--- config.mk ---
export PLATFORM = sky130hd
export DESIGN_NAME = afe_config_tx_flat
export DESIGN_NICKNAME = d
export VERILOG_FILES = /design/src/rtl/afe_config_tx_pkg.sv /design/src/rtl/afe_config_tx_if.sv /design/src/rtl/afe_config_tx_sclk_tick.sv /design/src/rtl/afe_config_tx.sv /design/src/flat_wrapper.sv
export SDC_FILE = /design/constraint.sdc
export NUM_CORES = 1
export LEC_CHECK = 0
export ABC_AREA = 1
export CORE_AREA = 2 2 130 132
export CTS_BUF_LIST = sky130_fd_sc_hd__clkbuf_8
export DETAILED_ROUTE_END_ITERATION = 12
export DIE_AREA = 0 0 132 134
export HOLD_SLACK_MARGIN = 0.02
export PLACE_DENSITY = 0.43
export SETUP_SLACK_MARGIN = 0.15
export SYNTH_ARGS = -nofsm -noshare
export SYNTH_HDL_FRONTEND = slang
export SYNTH_HIERARCHICAL = 1
export SYNTH_SLANG_ARGS = --single-unit
export TNS_END_PERCENT = 20
--- constraint.sdc ---
create_clock -name CLK -period 2.7 [get_ports CLK]
set_input_delay 0.27 -clock CLK [delete_from_list [all_inputs] [get_ports CLK]]
set_output_delay 0.27 -clock CLK [all_outputs]
set_load 0.01 [all_outputs]
--- src/rtl/afe_config_tx_pkg.sv ---
// Shared definitions for the AFE configuration transmitter: frame layout,
// FSM state encoding and the frame builder.
package afe_pkg;

    localparam int FRAME_BITS = 20;
    localparam int SET_BITS   = 17;
    localparam logic [1:0] SYNC = 2'b10;

    localparam int RED_LSB = 17;
    localparam int IR_LSB  = 16;
    localparam int DRV_LSB = 12;
    localparam int DC_LSB  = 5;
    localparam int PGA_LSB = 1;
    localparam int PAR_LSB = 0;

    typedef enum logic [1:0] {IDLE, LOAD, SHIFT, LATCH} state_t;

    typedef logic [FRAME_BITS-1:0] frame_t;

    // Parity bit makes the whole 20-bit frame even.
    function automatic frame_t build_frame(input logic       red,
                                           input logic       ir,
                                           input logic [3:0] drv,
                                           input logic [6:0] dc,
                                           input logic [3:0] pga);
        frame_t f;
        f                     = '0;
        f[FRAME_BITS-1 -: 2]  = SYNC;
        f[RED_LSB]            = red;
        f[IR_LSB]             = ir;
        f[DRV_LSB +: 4]       = drv;
        f[DC_LSB +: 7]        = dc;
        f[PGA_LSB +: 4]       = pga;
        f[PAR_LSB]            = ^f[FRAME_BITS-1:1];
        return f;
    endfunction

endpackage

--- src/rtl/afe_config_tx_if.sv ---
// 3-wire AFE configuration bus. The transmitter drives it through the master
// modport; an AFE (or its model) observes it through the slave modport.
interface afe_config_tx_if;

    logic SCLK;
    logic SDATA;
    logic CS_n;

    modport master (output SCLK, output SDATA, output CS_n);
    modport slave  (input  SCLK, input  SDATA, input  CS_n);

endinterface

--- src/rtl/afe_config_tx_sclk_tick.sv ---
// Half-period tick generator: counts 0..CLK_DIV-1 while run is high and
// pulses tick on the terminal count; held at zero while run is low.
module afe_sclk_tick #(
    parameter int CLK_DIV = 4
) (
    input  logic CLK,
    input  logic rst_n,
    input  logic run,
    output logic tick
);

    logic [7:0] cnt_q, cnt_d;

    always_ff @(posedge CLK or negedge rst_n) begin
        if (!rst_n) cnt_q <= '0;
        else        cnt_q <= cnt_d;
    end

    always_comb begin
        tick  = run && (cnt_q == 8'(CLK_DIV - 1));
        cnt_d = cnt_q + 8'd1;
        if (!run || tick) cnt_d = '0;
    end

endmodule

--- src/rtl/afe_config_tx.sv ---
// Sends the current LED / DC-comp / PGA settings to the AFE as a 20-bit frame
// whenever they change, after reset, or on force_send.
//
//   state | meaning
//   IDLE  | waiting for a change; captures the frame and drops CS_n on exit
//   LOAD  | one half-period of data setup before the first SCLK rise
//   SHIFT | 20 SCLK high/low pairs; final low half-period is the data hold
//   LATCH | CS_n high (AFE latches), 2 half-periods of inter-frame gap
module afe_config_tx import afe_pkg::*; #(
    parameter int CLK_DIV = 4
) (
    input  logic                   CLK,
    input  logic                   rst_n,
    input  logic [3:0]             LED_DRIVE,
    input  logic [6:0]             DC_Comp,
    input  logic [3:0]             PGA_Gain,
    input  logic                   LED_RED,
    input  logic                   LED_IR,
    input  logic                   force_send,
    afe_config_tx_if.master        afe_bus,
    output logic                   busy,
    output logic                   tx_done
);

    state_t               state_q, state_d;
    logic [SET_BITS-1:0]  snap_q, snap_d;
    logic                 snap_vld_q, snap_vld_d;
    logic [SET_BITS-1:0]  last_sent_q, last_sent_d;
    logic [SET_BITS-1:0]  sent_q, sent_d;
    logic                 pending_q, pending_d;
    frame_t               sr_q, sr_d;
    logic [4:0]           bit_cnt_q, bit_cnt_d;
    logic                 sclk_q, sclk_d;
    logic                 cs_n_q, cs_n_d;
    logic                 done_q, done_d;
    logic                 last_half_q, last_half_d;
    logic                 change;
    logic                 run;
    logic                 tick;

    assign run = (state_q != IDLE);

    afe_sclk_tick #(.CLK_DIV(CLK_DIV)) u_tick (
        .CLK   (CLK),
        .rst_n (rst_n),
        .run   (run),
        .tick  (tick)
    );

    always_ff @(posedge CLK or negedge rst_n) begin
        if (!rst_n) begin
            state_q     <= IDLE;
            snap_q      <= '0;
            snap_vld_q  <= 1'b0;
            last_sent_q <= '0;
            sent_q      <= '0;
            pending_q   <= 1'b1;
            sr_q        <= '0;
            bit_cnt_q   <= '0;
            sclk_q      <= 1'b0;
            cs_n_q      <= 1'b1;
            done_q      <= 1'b0;
            last_half_q <= 1'b0;
        end else begin
            state_q     <= state_d;
            snap_q      <= snap_d;
            snap_vld_q  <= snap_vld_d;
            last_sent_q <= last_sent_d;
            sent_q      <= sent_d;
            pending_q   <= pending_d;
            sr_q        <= sr_d;
            bit_cnt_q   <= bit_cnt_d;
            sclk_q      <= sclk_d;
            cs_n_q      <= cs_n_d;
            done_q      <= done_d;
            last_half_q <= last_half_d;
        end
    end

    always_comb begin
        state_d     = state_q;
        snap_d      = {LED_RED, LED_IR, LED_DRIVE, DC_Comp, PGA_Gain};
        snap_vld_d  = 1'b1;
        last_sent_d = last_sent_q;
        sent_d      = sent_q;
        pending_d   = pending_q;
        sr_d        = sr_q;
        bit_cnt_d   = bit_cnt_q;
        sclk_d      = sclk_q;
        cs_n_d      = cs_n_q;
        done_d      = 1'b0;
        last_half_d = last_half_q;
        // snap is not meaningful until it has been loaded once after reset
        change = snap_vld_q && ((snap_q != last_sent_q) || pending_q || force_send);

        case (state_q)
            IDLE: begin
                if (change) begin
                    state_d     = LOAD;
                    sent_d      = snap_q;
                    sr_d        = build_frame(snap_q[16], snap_q[15], snap_q[14:11],
                                              snap_q[10:4], snap_q[3:0]);
                    pending_d   = 1'b0;
                    cs_n_d      = 1'b0;
                    sclk_d      = 1'b0;
                    bit_cnt_d   = 5'd19;
                    last_half_d = 1'b0;
                end
            end
            LOAD: begin
                if (tick) begin
                    state_d = SHIFT;
                    sclk_d  = 1'b1;
                end
            end
            SHIFT: begin
                if (tick) begin
                    if (sclk_q) begin
                        sclk_d = 1'b0;
                        if (bit_cnt_q != 5'd0) begin
                            sr_d      = {sr_q[FRAME_BITS-2:0], 1'b0};
                            bit_cnt_d = bit_cnt_q - 5'd1;
                        end else begin
                            last_half_d = 1'b1;
                        end
                    end else if (last_half_q) begin
                        state_d     = LATCH;
                        cs_n_d      = 1'b1;
                        done_d      = 1'b1;
                        last_sent_d = sent_q;
                        last_half_d = 1'b0;
                    end else begin
                        sclk_d = 1'b1;
                    end
                end
            end
            LATCH: begin
                if (tick) begin
                    if (last_half_q) begin
                        state_d     = IDLE;
                        last_half_d = 1'b0;
                    end else begin
                        last_half_d = 1'b1;
                    end
                end
            end
            default: state_d = IDLE;
        endcase

        // Requests during a frame never disturb it; they queue one follow-up frame.
        if (state_q != IDLE && (force_send || snap_q != sent_q)) pending_d = 1'b1;
    end

    always_comb begin
        afe_bus.SCLK  = sclk_q;
        afe_bus.SDATA = sr_q[FRAME_BITS-1];
        afe_bus.CS_n  = cs_n_q;
        busy          = (state_q != IDLE);
        tx_done       = done_q;
    end

endmodule
--- src/flat_wrapper.sv ---
// flat-port wrapper written by rule: the top's interface ports become plain ports
module afe_config_tx_flat import afe_pkg::*;
#(
    parameter int CLK_DIV = 4
)
  (CLK, rst_n, LED_DRIVE, DC_Comp, PGA_Gain, LED_RED, LED_IR, force_send, busy, tx_done, afe_bus_SCLK, afe_bus_SDATA, afe_bus_CS_n);
  afe_config_tx_if afe_bus_i ();
  input  logic CLK;
  input  logic rst_n;
  input  logic [3:0] LED_DRIVE;
  input  logic [6:0] DC_Comp;
  input  logic [3:0] PGA_Gain;
  input  logic LED_RED;
  input  logic LED_IR;
  input  logic force_send;
  output logic busy;
  output logic tx_done;
  output wire logic [$bits(afe_bus_i.SCLK)-1:0] afe_bus_SCLK;
  output wire logic [$bits(afe_bus_i.SDATA)-1:0] afe_bus_SDATA;
  output wire logic [$bits(afe_bus_i.CS_n)-1:0] afe_bus_CS_n;
  assign afe_bus_SCLK = afe_bus_i.SCLK;
  assign afe_bus_SDATA = afe_bus_i.SDATA;
  assign afe_bus_CS_n = afe_bus_i.CS_n;
  afe_config_tx #(.CLK_DIV(CLK_DIV)) u_core (.CLK(CLK), .rst_n(rst_n), .LED_DRIVE(LED_DRIVE), .DC_Comp(DC_Comp), .PGA_Gain(PGA_Gain), .LED_RED(LED_RED), .LED_IR(LED_IR), .force_send(force_send), .afe_bus(afe_bus_i), .busy(busy), .tx_done(tx_done));
endmodule
==> out/summary.txt <==
Max FO, Critical Path: 45
Setup TNS Final: 0 ns
drt first pass iters: 4
Psw: 0.00213 W
antenna violations before repair: 0
Post-Synthesis Cells: 607
leading area contributor after synthesis: dfrtp_1
Worst-Skew Late Latency: 0.39 ns
Sequential Power Share: 0.401
async set or reset register ratio after synthesis: 1.00
type of element launching the critical path: register
worst clock skew: 0.0109 ns
worst min path class: input port to register
leading post-synthesis cells by cell area: dfrtp_1, nand2_1, o21ai_0
Warnings, synthesis: 6
wire length of the first global-routing pass: 18200 um
TritonCTS clock tree: done
count of inserted antenna diode cells: 0
worst max-slew margin expressed relative to the limit: 0.563
largest net degree at the start of global routing: 50
chip width: 132 um
Die Ht: 134 um
Avg Inst Size Synth: 7.85 um2
total number of vias: 3697
RD Place Congestion: 0.799
critical path class: register to register
top-count cell post-synth: nand2_1
global routing usage summed across all routing layers: 0.131
HPWL after detailed placement: 7850 um
final net count: 658
overall power consumption: 0.00536 W
Placed Instances: 839
Setup crit end kind: register
number of flops mapped to enable cells by yosys: 0
mean routed wirelength per cell: 12.7 um
leakage power figure: 2.67 nW
cell with the largest stage delay on the worst path: dfrtp_1
placed cell area: 5220 um2
Period minus WS final: 2.27 ns
transition time at the pin with the least slew margin: 0.656 ns
Worst Reg2Reg Path Length in Cells: 12
run status: finished clean
Core ar.: 16300 um2
Final setup viols: 0
number of levels the H-tree was split into: 3
power density normalized to cell area: 978 nW/um2
Primary FF master, synth: dfrtp_1
top cell types by occurrence after synthesis: nand2_1, dfrtp_1, o21ai_0, inv_1, nor2_1
data arrival time of the critical path: 2.54 ns
clock sink count: 92
cell-by-cell trace of the critical path: inv_1 > ha_1 > inv_1 > inv_1 > nor2_1 > nor2_1 > nor2_2 > nand2_1 > a21oi_4 > nand2_8 > nand2_1 > o21ai_2
synthesized area: 4770 um2
number of antenna-violating nets in the routed design: 0
depth of the worst hold-timing path: 1
Routed WL: 10800 um
overall die area: 17700 um2
required time of the critical path: 2.97 ns
fraction of power spent switching nets: 0.397
Critical R2R Launch: u_core/state_q[0]
design internal power: 0.00323 W
total of flip-flops plus latches after synthesis: 92
floorplan row count: 47
post-CTS clock slew at the launch and capture registers of the worst setup and hold paths: 0.10 ns
Vias per Instance: 4.32
Buffers on Ports: 24
sequential area share after synthesis: 0.483
power share of the combinational group: 0.383
number of distinct library cells after synthesis: 34
fraction of post-synthesis cell area in the top cell type by area: 0.472
Critical path origin: u_core/state_q[0]
synthesis-to-layout area growth: 15.0%
total CTS buffers: 9
Boundary Pins: 25
count of unresolved DRC violations after routing: 0
cell occurring most often along the worst timing path: inv_1
timing-limited maximum frequency: 0.440 GHz
Worst path max stage delay: 0.40 ns
RSZ-0062 raised after global routing: yes
fin. max-slew vios: 0
Hold Startpoint: DC_Comp[1]
# Post-CTS Setup Buffers: 0
CTS root buf: clkbuf_8
final-layout fill cell count: 1704
nets in the synthesized netlist: 634
violation count after the first detailed-routing iteration: 258
buffer depth of the longest clock path: 2
power share of the clock group: 0.216
Tcrit/Tclk final: 0.842
layout cell share with drive strength beyond 1: 0.105
number of global-route vias before repair: 3546
number of max-cap violations: 0
number of hold violations in the final report: 0
final cell count without fillers: 856
Finished Cell Area: 5480 um2
remaining global-route overflow: 0
largest voltage drop on the vdd net: 0.000335 V
Starting Density: 0.293
[logic make-up after synthesis]
| group | count (synthesis) | synth area share |
|---|---|---|
| buffers and inverters | 81 | 0.0748 |
| other | 1 | 0.000787 |
| flip-flops | 92 | 0.483 |
| AND/OR/NAND/NOR | 315 | 0.272 |
| AO/OA/AOI/OAI | 88 | 0.108 |
| adder cells (fa/ha/maj) | 7 | 0.0184 |
| XOR/XNOR | 23 | 0.0423 |
[sequential cells by signal (all words and copies together) (netlist names)]
name and count:
u_core/pending_q 1, u_core/sr_q 20, u_core/last_sent_q 17, u_core/u_tick/cnt_q 8, u_core/bit_cnt_q 5, u_core/sent_q 17, u_core/snap_q 17, u_core/afe_bus.SCLK 1
u_core/afe_bus.CS_n 1, u_core/snap_vld_q 1, u_core/last_half_q 1, u_core/state_q 2, u_core/tx_done 1
[worst paths after layout]
path,to,slack (ns)
min in group asynchronous,u_core/sr_q[9],0.46
max in group asynchronous,u_core/pending_q,1.55
min reg2reg,u_core/afe_bus.CS_n,0.47
max,u_core/sr_q[18],0.43
min,u_core/snap_q[5],0.31
max reg2reg,u_core/sr_q[18],0.43
[worst max-delay path, delay by kind of cell (launching register included)]
| kind | cells | cell delay (ns) |
|---|---|---|
| AOI/OAI and AO/OA | 2 | 0.27 |
| DFF | 1 | 0.40 |
| and+or+nand+nor | 6 | 0.87 |
| buffers and inverters | 3 | 0.31 |
| adders and majority gates | 1 | 0.30 |
[cell type report]
cell class,instances,area [um2],share of cell area
sequential,92,2300,0.420
multi-input combinational,434,2110,0.385
timing repair buffer,32,313,0.0570
tap,220,275,0.0502
inverter,62,233,0.0424
clock buffer,10,138,0.0251
clock inverter,6,111,0.0203
[cell usage in the layout, fill, tap and decap left out, drive strengths merged, types with 10 or more instances in the layout]
cell	count
nand3	22
xnor2	10
o21ai	83
nor2	44
nand2	234
clkbuf	10
xor2	13
inv	62
clkdlybuf4s50	23
dfrtp	90
[power by group through the flow]
stage                     Sequential [W]  Combinational (W)  Clock [W]
after floorplan                  0.00210            0.00173          0
after global placement           0.00217            0.00204          0
final                            0.00215            0.00205    0.00116
after CTS                        0.00215            0.00209    0.00121
after global routing             0.00222            0.00240    0.00126
after detailed placement         0.00218            0.00208          0
[per-stage QoR]
step           setup slack (ns)  utilization  hold slack (ns)
3_5_place_dp              0.343        0.321            0.351
3_3_place_gp              0.425        0.321            0.351
4_1_cts                   0.331        0.336            0.295
2_1_floorplan             0.606            -          -0.0256
5_1_grt                   0.147        0.337            0.299
6_report                  0.428        0.337            0.315
[layer usage]
layer,wire [um],vias up,track usage
met2,4610,36,0.192
met3,285,11,0.0257
li1,-,1940,-
met5,0,-,0
met1,5740,1710,0.188
met4,208,0,0.0562
[timing repair]
item | CTS | global route
endpoints found under the hold margin | 46 | 0
hold buffers | 1 | 0
endpoints found under the setup margin | 0 | 5
gates resized for setup | 0 | 1
No activity file was read; power rests on OpenSTA's default activity.
